==> src/rtl/avm_arbiter2.sv <==
// Two-master Avalon-MM arbiter: fair round-robin with a per-master hold limit,
// combinational forwarding of the granted master onto one slave port.
module avm_arbiter2 #(
  parameter int unsigned MAX_HOLD = 4
) (
  input  logic        avm_clk,
  input  logic        avm_rst,
  input  logic [4:0]  m0_address,
  input  logic        m0_read,
  input  logic        m0_write,
  input  logic [31:0] m0_writedata,
  output logic [31:0] m0_readdata,
  output logic        m0_waitrequest,
  input  logic [4:0]  m1_address,
  input  logic        m1_read,
  input  logic        m1_write,
  input  logic [31:0] m1_writedata,
  output logic [31:0] m1_readdata,
  output logic        m1_waitrequest,
  output logic [4:0]  avm_address,
  output logic        avm_read,
  output logic        avm_write,
  output logic [31:0] avm_writedata,
  input  logic [31:0] avm_readdata,
  input  logic        avm_waitrequest
);

  localparam int unsigned HOLD_W = 4;
  localparam logic [HOLD_W-1:0] HOLD_MAX = 4'd15;

  typedef enum logic [1:0] {
    IDLE   = 2'd0,
    GRANT0 = 2'd1,
    GRANT1 = 2'd2
  } state_t;

  state_t            state_q, state_d;
  logic              lw_q, lw_d;
  logic [HOLD_W-1:0] hold_cnt_q, hold_cnt_d;

  logic req0, req1;
  logic hold_limit;
  logic [HOLD_W-1:0] hold_inc;

  assign req0 = m0_read | m0_write;
  assign req1 = m1_read | m1_write;

  // Handover is due once this completion brings the run to MAX_HOLD.
  assign hold_limit = ({1'b0, hold_cnt_q} + 5'd1) >= 5'(MAX_HOLD);
  assign hold_inc   = (hold_cnt_q == HOLD_MAX) ? HOLD_MAX : hold_cnt_q + 4'd1;

  always_ff @(posedge avm_clk or posedge avm_rst) begin
    if (avm_rst) begin
      state_q    <= IDLE;
      lw_q       <= 1'b1;
      hold_cnt_q <= '0;
    end else begin
      state_q    <= state_d;
      lw_q       <= lw_d;
      hold_cnt_q <= hold_cnt_d;
    end
  end

  always_comb begin
    state_d    = state_q;
    lw_d       = lw_q;
    hold_cnt_d = hold_cnt_q;
    unique case (state_q)
      IDLE: begin
        hold_cnt_d = '0;
        if (req0 && req1) state_d = lw_q ? GRANT0 : GRANT1;
        else if (req0)    state_d = GRANT0;
        else if (req1)    state_d = GRANT1;
      end
      GRANT0: begin
        if (!req0) begin
          lw_d       = 1'b0;
          hold_cnt_d = '0;
          state_d    = req1 ? GRANT1 : IDLE;
        end else if (!avm_waitrequest) begin
          if (req1 && hold_limit) begin
            lw_d       = 1'b0;
            hold_cnt_d = '0;
            state_d    = GRANT1;
          end else begin
            hold_cnt_d = hold_inc;
          end
        end
      end
      GRANT1: begin
        if (!req1) begin
          lw_d       = 1'b1;
          hold_cnt_d = '0;
          state_d    = req0 ? GRANT0 : IDLE;
        end else if (!avm_waitrequest) begin
          if (req0 && hold_limit) begin
            lw_d       = 1'b1;
            hold_cnt_d = '0;
            state_d    = GRANT0;
          end else begin
            hold_cnt_d = hold_inc;
          end
        end
      end
      default: begin
        state_d    = IDLE;
        hold_cnt_d = '0;
      end
    endcase
  end

  // Slave-side mux; the ungranted master always sees a stall.
  always_comb begin
    avm_address    = '0;
    avm_read       = 1'b0;
    avm_write      = 1'b0;
    avm_writedata  = '0;
    m0_waitrequest = 1'b1;
    m1_waitrequest = 1'b1;
    unique case (state_q)
      GRANT0: begin
        avm_address    = m0_address;
        avm_read       = m0_read;
        avm_write      = m0_write;
        avm_writedata  = m0_writedata;
        m0_waitrequest = avm_waitrequest;
      end
      GRANT1: begin
        avm_address    = m1_address;
        avm_read       = m1_read;
        avm_write      = m1_write;
        avm_writedata  = m1_writedata;
        m1_waitrequest = avm_waitrequest;
      end
      default: ;
    endcase
  end

  assign m0_readdata = avm_readdata;
  assign m1_readdata = avm_readdata;

endmodule

==> config.mk <==
export PLATFORM = sky130hd
export DESIGN_NAME = avm_arbiter2
export DESIGN_NICKNAME = d
export VERILOG_FILES = /design/src/rtl/avm_arbiter2.sv
export SDC_FILE = /design/constraint.sdc
export NUM_CORES = 1
export LEC_CHECK = 0
export ABC_AREA = 1
export CAP_MARGIN = 20
export CORE_AREA = 2 2 84 86
export CTS_BUF_LIST = sky130_fd_sc_hd__clkbuf_4 sky130_fd_sc_hd__clkbuf_8 sky130_fd_sc_hd__clkbuf_16
export CTS_CLUSTER_SIZE = 16
export DETAILED_ROUTE_END_ITERATION = 12
export DIE_AREA = 0 0 86 88
export GPL_ROUTABILITY_DRIVEN = 1
export HOLD_SLACK_MARGIN = 0.02
export PLACE_DENSITY = 0.78
export SETUP_SLACK_MARGIN = 0.4
export SLEW_MARGIN = 20
export SYNTH_ARGS = -nofsm -noshare
export SYNTH_HDL_FRONTEND = slang
export SYNTH_SLANG_ARGS = --single-unit
==> constraint.sdc <==
create_clock -name avm_clk -period 2.1 [get_ports avm_clk]
set_input_delay 0.21 -clock avm_clk [delete_from_list [all_inputs] [get_ports avm_clk]]
set_output_delay 0.21 -clock avm_clk [all_outputs]
set_load 0.05 [all_outputs]
==> impl_metrics.ini <==
[sta]
post-route-period-util = 0.837
min_period_ns = 1.76
hold_viol = 0
finalMaxSlewViolations = 0
tns_ns = 0
relSlewSlack = 0.807
fmax_ghz = 0.569
rsz0062_at_grt = yes
skew_ns = 0.00276
finalSetupViolations = 0
tightest_slew_ns = 0.289
layout_setup_ws_ns = 0.342

[route]
avgViaCountPerCell = 4.52
wl_per_cell_um = 15.4
dr.pass1.iters = 4
totalWireLength_um = 6460
route.layer.met1.wl_um = 2390
dr_wl_met3_um = 376
highest_layer = met4
drc = 0
antenna_left = 0
drtIter0Drc = 37
met2WireLength_um = 3490
vias = 1898

[power]
p_sw_uw = 2950
vdd_drop_max_mv = 0.770
power.share.clock = 0.038
p_leak_uw = 0.00132
pwr-share-seq = 0.038
pwr-share-comb = 0.924
switching_share = 0.529
p_per_area_mw_per_mm2 = 1540
cellInternalPower_uw = 2630

[grt]
grt_pass1_wl_um = 9270
antenna_found_initial = 0
first_global_vias = 1905
grtUsageTotal = 0.152
grt.overflow.total = 0
grt_max_degree = 16

[floorplanning]
initial_core_util = 0.244
ios = 218
fp.dieW_um = 86
die_h_um = 88
die_area_mm2 = 0.00757
coreArea_mm2 = 0.00664
rows = 30

[final_layout]
diodes = 0
multi_input_area_mm2 = 0.00137
area_growth_pct = 125
seqCellArea_um2 = 176
finalNonFillerCells = 420
final_cell_mix = nand2_1, clkdlybuf4s50_1, buf_12
fill_cells = 582
layout-drive-gt1-share = 0.382
design_area_mm2 = 0.00363
finish.net_count = 460
final_common_cell = nand2_1

[place]
post-place-ws_ns = 0.349
port_buffers = 121
dp.cells = 404
place_area_mm2 = 0.00320
globalplace.congestion = 0.677
hpwl_um = 4660

[hold_path]
hold_path_class = in -> async

[logic_synthesis]
muxShareOfSynthArea = 0
synth_cells = 275
yosys.area.top_type = buf_4
synth.avg_cell_area_um2 = 5.88
synth_top_cells_by_area = buf_4, nand2_1, a21oi_1
yosysSeqAreaShare = 0.109
synthesis.nets = 394
synth_compound_area_frac = 0.160
synth.ff_latch_count = 7
synthSimpleGateAreaFrac = 0.316
synth_xor_area_frac = 0.00541
synth.cell_area_mm2 = 0.00162
yosysWarnings = 0
synth_top_family_by_area = buffers and inverters
synth_fa_ha_area_frac = 0.0464
synth_top_area_frac = 0.297
synth.distinct_cells = 25

[worst_setup_path]
r2r_end = hold_cnt_q[2]
crit_fanout = 7
cp-start-kind = flop
cp-end-kind = primary output
reg2regPathDepth = 10
r2r_slack_ns = 0.40
reg2reg_from = state_q[1]
crit_required_ns = 1.89
crit_type = reg -> out
cp_data_arrival_time_ns = 1.55

[clock_network]
cts_buffers = 3
cts.path.max_buffers = 2
cts_tree = yes
cts-root-buf = clkbuf_8
cts_sinks = 7
clkLatencyLatePin_ns = 0.23
ctsHoldBuffers = 0
clk_pin_slew_ns = 0.04
cts_max_level = 1

[job]
cap_viol_max_count = 0

[outcome]
status = complete, no violations
[worst max-delay path, stage by stage (launching register included)]
cell and delay (ns):
dfrtp_1 0.38, inv_2 0.11, ha_4 0.24, clkbuf_16 0.19, nand2_1 0.09, a21oi_4 0.16, buf_12 0.15
[routing by layer]
layer,GRT usage,vias up
li1,-,932
met1,0.172,864
met2,0.284,72
met3,0.0226,30
met4,0.0635,0
met5,0,-
[flip-flops by register name, summed over array words and instances, names as in the netlist]
signal	cells
hold_cnt_q	4
lw_q	1
state_q	2
[Yosys cell counts, drive strengths merged]
cell type	instances
inv	11
o21ai	3
nand4	2
a21oi	41
o211ai	2
nor2	8
xnor2	1
nand2	109
buf	71
clkbuf	7
dfrtp	6
dfstp	1
o22ai	2
nand3	5
ha	6
[metrics by stage]
stage | hold WS [ns] | total power, µW | util
floorplan | 0.0127 | 3100 | -
global placement | 0.420 | 4500 | 0.482
detailed placement | 0.420 | 4540 | 0.482
CTS | 0.217 | 5400 | 0.534
global route | 0.247 | 5820 | 0.547
finish | 0.206 | 5580 | 0.547
[worst max-delay path by stage]
stage | start | end | slack, ns | depth (start not counted)
6_report | state_q[0] | avm_writedata[0] | 0.34 | 6
5_1_grt | state_q[0] | avm_writedata[23] | 0.30 | 6
4_1_cts | state_q[1] | avm_writedata[11] | 0.35 | 6
3_5_place_dp | state_q[0] | avm_writedata[21] | 0.35 | 6
3_3_place_gp | state_q[0] | avm_writedata[21] | 0.43 | 6
2_1_floorplan | state_q[1] | avm_writedata[21] | 0.16 | 6
[layout make-up]
type	instances	share of cell area
Timing Repair Buffer	139	0.521
Clock buffer	4	0.0134
Tap cell	80	0.0276
Multi-Input combinational cell	179	0.376
Inverter	11	0.0134
Sequential cell	7	0.0486
[what timing repair did]
action                                  4_1_cts  5_1_grt
gates cloned                                  3        2
setup buffers                                 6        1
endpoints found under the setup margin       46       46
resized for setup                            37        9
pin swaps                                    13        8
[cells by family after synthesis]
logic type               after synthesis
AND/OR/NAND/NOR                      124
buffers and inverters                 89
AO/OA/AOI/OAI                         48
flip-flops                             7
adder cells (fa/ha/maj)                6
XOR/XNOR                               1
[power by group through the flow]
stage,logic [µW],registers (µW),clock network (µW)
after global routing,5380,217,222
after detailed placement,4320,220,0
after floorplan,2890,210,0
after global placement,4290,214,0
after CTS,4980,211,211
final,5160,213,210
Note: power is estimated with default switching activity, not from simulation.
